### src/rtl/dmem_arbiter.sv
// Two-port data-memory arbiter: CPU priority, DMA starvation guard and DMA burst lock.
// Grants and the memory mux are combinational; load data and rvalids are registered.
module dmem_arbiter #(
    parameter int unsigned DATA_WIDTH   = 32,
    parameter int unsigned ADDR_WIDTH   = 32,
    parameter int unsigned STARVE_LIMIT = 4
) (
    input  logic                  clk,
    input  logic                  rst_n,
    input  logic                  cpu_req,
    input  logic                  cpu_we,
    input  logic [2:0]            cpu_funct3,
    input  logic [ADDR_WIDTH-1:0] cpu_addr,
    input  logic [DATA_WIDTH-1:0] cpu_wdata,
    output logic                  cpu_gnt,
    output logic                  cpu_stall,
    output logic                  cpu_rvalid,
    input  logic                  dma_req,
    input  logic                  dma_we,
    input  logic [2:0]            dma_funct3,
    input  logic [ADDR_WIDTH-1:0] dma_addr,
    input  logic [DATA_WIDTH-1:0] dma_wdata,
    input  logic                  dma_lock,
    output logic                  dma_gnt,
    output logic                  dma_rvalid,
    output logic [DATA_WIDTH-1:0] rdata,
    output logic                  mem_wr_en,
    output logic [2:0]            mem_funct3,
    output logic [ADDR_WIDTH-1:0] mem_addr,
    output logic [DATA_WIDTH-1:0] mem_wr_data,
    input  logic [DATA_WIDTH-1:0] mem_rd_data
);

    localparam int unsigned CNT_W = $clog2(STARVE_LIMIT + 1);
    localparam logic [CNT_W-1:0] CNT_MAX = CNT_W'(STARVE_LIMIT);

    typedef enum logic {
        ARB  = 1'b0,
        LOCK = 1'b1
    } state_t;

    state_t           state_q, state_d;
    logic [CNT_W-1:0] starve_q, starve_d;

    // State and starvation counter
    always_ff @(posedge clk or negedge rst_n) begin
        if (!rst_n) begin
            state_q  <= ARB;
            starve_q <= '0;
        end else begin
            state_q  <= state_d;
            starve_q <= starve_d;
        end
    end

    // Grant decision, next state and starvation count
    always_comb begin
        state_d  = state_q;
        starve_d = starve_q;
        cpu_gnt  = 1'b0;
        dma_gnt  = 1'b0;
        case (state_q)
            ARB: begin
                if (dma_req && (starve_q == CNT_MAX)) begin
                    dma_gnt = 1'b1;
                end else if (cpu_req) begin
                    cpu_gnt = 1'b1;
                end else if (dma_req) begin
                    dma_gnt = 1'b1;
                end
                if (dma_gnt && dma_lock) begin
                    state_d = LOCK;
                end
            end
            LOCK: begin
                dma_gnt = dma_req;
                if (!dma_req || !dma_lock) begin
                    state_d = ARB;
                end
            end
            default: state_d = ARB;
        endcase
        // Saturating count of denied DMA cycles; only accrues during arbitration
        if (dma_gnt || !dma_req) begin
            starve_d = '0;
        end else if ((state_q == ARB) && (starve_q != CNT_MAX)) begin
            starve_d = starve_q + CNT_W'(1);
        end
    end

    assign cpu_stall   = cpu_req & ~cpu_gnt;
    assign mem_wr_en   = rst_n & ((cpu_gnt & cpu_we) | (dma_gnt & dma_we));
    assign mem_funct3  = dma_gnt ? dma_funct3 : cpu_funct3;
    assign mem_addr    = dma_gnt ? dma_addr   : cpu_addr;
    assign mem_wr_data = dma_gnt ? dma_wdata  : cpu_wdata;

    // Registered load return; rdata keeps its value when no load completes
    always_ff @(posedge clk or negedge rst_n) begin
        if (!rst_n) begin
            cpu_rvalid <= 1'b0;
            dma_rvalid <= 1'b0;
            rdata      <= '0;
        end else begin
            cpu_rvalid <= cpu_gnt & ~cpu_we;
            dma_rvalid <= dma_gnt & ~dma_we;
            if ((cpu_gnt & ~cpu_we) | (dma_gnt & ~dma_we)) begin
                rdata <= mem_rd_data;
            end
        end
    end

endmodule
### config.mk
export PLATFORM = sky130hd
export DESIGN_NAME = dmem_arbiter
export DESIGN_NICKNAME = d
export VERILOG_FILES = /design/src/rtl/dmem_arbiter.sv
export SDC_FILE = /design/constraint.sdc
export NUM_CORES = 1
export LEC_CHECK = 0
export CAP_MARGIN = 20
export CORE_AREA = 2 2 107 109
export CTS_CLUSTER_DIAMETER = 40
export DETAILED_ROUTE_END_ITERATION = 10
export DIE_AREA = 0 0 109 111
export GPL_TIMING_DRIVEN = 1
export PLACE_DENSITY_LB_ADDON = 0.3
export REMOVE_ABC_BUFFERS = 1
export SYNTH_ARGS = -nofsm -noshare
export SYNTH_HDL_FRONTEND = slang
export SYNTH_SLANG_ARGS = --single-unit
### constraint.sdc
create_clock -name clk -period 3.93 [get_ports clk]
set_clock_uncertainty 0.1 [all_clocks]
set_input_delay 0.9825 -clock clk [delete_from_list [all_inputs] [get_ports clk]]
set_output_delay 0.9825 -clock clk [all_outputs]
set_load 0.005 [all_outputs]
==> out/qor.yml <==
setup_path:
  crit_start: "dma_req"
  startpoint_type: "input port"
  reg2reg_from: "starve_q[0]"
  cp.arrival_ns: 2.72
  end_kind: "output pin"
  criticalPathCategory: "in2out"
  worstRegToRegCells: 11
  path_max_fanout: 32
  cp.required_ns: 2.85
worst_hold_path:
  hold_start: "starve_q[0]"
  hold_path.class: "reg2reg"
  hold_path_depth: 1
floorplanning:
  die_w_microns: 109
  die_area_sq_um: 12100
  io_pins: 278
  num_rows: 39
  design.core.area_sq_um: 11100
  initial_utilization_pct: 21.0
  die_h_microns: 111
pwr:
  ir_worst_vdd_mv: 0.178
  p_sw_uw: 387
  p_leak_nw: 2.66
  switching_share_pct: 23.2
  p_per_area_nw_per_um2: 293
  clockPowerShare_pct: 31.5
  p_int_mw: 1.28
  seq_power_share_pct: 28.7
  comb_power_share_pct: 39.8
drt:
  first_iter_violations: 162
  drt_wl_total_microns: 11700
  vias_per_cell: 4.22
  drt_first_pass_iters: 5
  ant_nets: 0
  routedWlPerCell_microns: 15.8
  route.detailed.drc: 0
  vias: 3135
global_route:
  grt.busiest_layer: "met2"
  overflow: 0
  grt_use_met1_pct: 19.6
  grt_max_degree: 39
  grt_pass1_vias: 3077
  grt_use_met3_pct: 7.41
  antenna_found_initial: 0
  track_usage_pct: 18.3
  grt_pass1_wl_microns: 16800
  use_met2_pct: 32.5
layout:
  area_growth_syn_to_layout_pct: 144
  register_area_sq_um: 951
  drive_above_1_share_pct: 5.84
  final_common_cell: "clkdlybuf4s50_1"
  nets: 773
  final_cell_mix: "clkdlybuf4s50_1 (267), nand2_1 (201), dfrtp_1 (38), mux2_1 (30), buf_4 (11)"
  multi_input_area_sq_um: 1270
  n_fill_cell: 1097
  finalCoreUtilization_pct: 51.3
  instances_no_fill: 743
run_status:
  outcome: "finished, final reports clean"
sta:
  drv_slew: 0
  finalHoldViolations: 0
  period_share_pct: 96.9
  setup_viol_count_final: 0
  rsz0062_at_grt: "no"
  setup_tns_ns: 0
  min_period_ns: 3.81
  fmax_ghz: 0.263
  relSlewSlack_pct: 67.9
  worst_pin_slew_ns: 0.481
run:
  max_cap_violations: 0
synthesis:
  netlist_area_sq_um: 2330
  syn_avg_cell_area_sq_um: 7.49
  netlist_instances: 311
  async_flop_share_pct: 100
  yosysUniqueCellTypes: 23
  yosysWarnings: 0
  synth-main-ff-cell: "dfrtp_1"
  synth_edf_count: 0
  ys_ff_latch: 38
  ys_seq_area_share_pct: 40.8
cts:
  cts.sinks: 38
  cts_tree: "yes"
  path_clk_slew_ns: 0.05
  cts_buffer_depth: 2
  clk_latency_ns: 0.27
  numCtsBuffers: 5
  htreeDepth: 2
  cts_root_buf: "clkbuf_16"
placement:
  dpl.cell_count: 722
  hpwlAfterDp_microns: 9500
  place_congestion: 0.982
  portBuffers: 277
## Yosys cell counts, drive strengths merged (2+ instances only)
master / instances / area, sq um
mux2: 32 / 360
inv: 4 / 15.0
dfrtp: 38 / 951
buf: 8 / 58.8
clkbuf: 9 / 33.8
and2: 3 / 21.3
ha: 2 / 25.0
nand2: 201 / 754
nor2: 4 / 15.0
## flip-flops by register name, indices dropped and copies added (netlist names)
signal	count
state_q	1
dma_rvalid	1
starve_q	3
rdata	32
cpu_rvalid	1
## worst paths after layout
check	endpoint	slack (ns)
max in group asynchronous	state_q	2.71
hold / removal	starve_q[0]	0.37
setup reg to reg	rdata[26]	1.43
min in group asynchronous	rdata[8]	0.68
setup / recovery	mem_addr[20]	0.12
hold reg to reg	starve_q[0]	0.37
## final cells by class
type	count	share of cell area [%]
Antenna cell	1	0.0440
Tap cell	143	3.15
Clock inverter	2	1.06
Multi-Input combinational cell	252	22.3
Sequential cell	38	16.7
Clock buffer	6	2.44
Timing Repair Buffer	297	54.0
Inverter	4	0.264
## kinds of logic after synthesis
family,after synthesis,synth area share (%)
mux,33,15.9
fa+ha+maj,2,1.07
flops,38,40.8
buf+inv,21,4.62
compound gates,4,2.20
simple gates,213,35.4
## per-stage QoR
| stage | hold slack [ns] | setup slack (ns) | instance area, sq um | power (mW) |
|---|---|---|---|---|
| finish | 0.367 | 0.123 | 5690 | 1.67 |
| global route | 0.396 | 0.0263 | 5680 | 1.76 |
| CTS | 0.369 | -0.00206 | 5520 | 1.67 |
| detailed placement | 0.362 | -0.0364 | 5290 | 1.13 |
| global placement | 0.351 | -0.0109 | 5290 | 1.12 |
| floorplan | 0.340 | -0.171 | 2240 | 0.638 |
## power by group through the flow
| stage | Clock, mW | Sequential (mW) | Combinational (mW) |
|---|---|---|---|
| CTS | 0.539 | 0.480 | 0.654 |
| detailed placement | 0 | 0.487 | 0.645 |
| global placement | 0 | 0.483 | 0.637 |
| finish | 0.525 | 0.479 | 0.663 |
| floorplan | 0 | 0.490 | 0.149 |
| global route | 0.563 | 0.487 | 0.712 |
## repair_timing
action                                 4_1_cts  5_1_grt
gates resized for setup                      0       10
endpoints found under the hold margin        0        0
hold buffers                                 0        0
setup endpoints to repair                    4       48
pin swaps                                    0        1
setup buffers                                0        9
cloned                                       1        2
## critical path, cell delays in order
cell and delay [ns]:
clkdlybuf4s50_1 0.55, o21ai_4 0.11, inv_2 0.19, buf_12 0.22
nand2_1 0.07, nand2_1 0.06, clkdlybuf4s50_1 0.54
## per-layer routing
layer / wire (microns) / vias up
li1: - / 1537
met1: 4120 / 1420
met2: 6020 / 162
met3: 1380 / 16
met4: 236 / 0
met5: 0 / -
(Power assumes the default switching activity.)
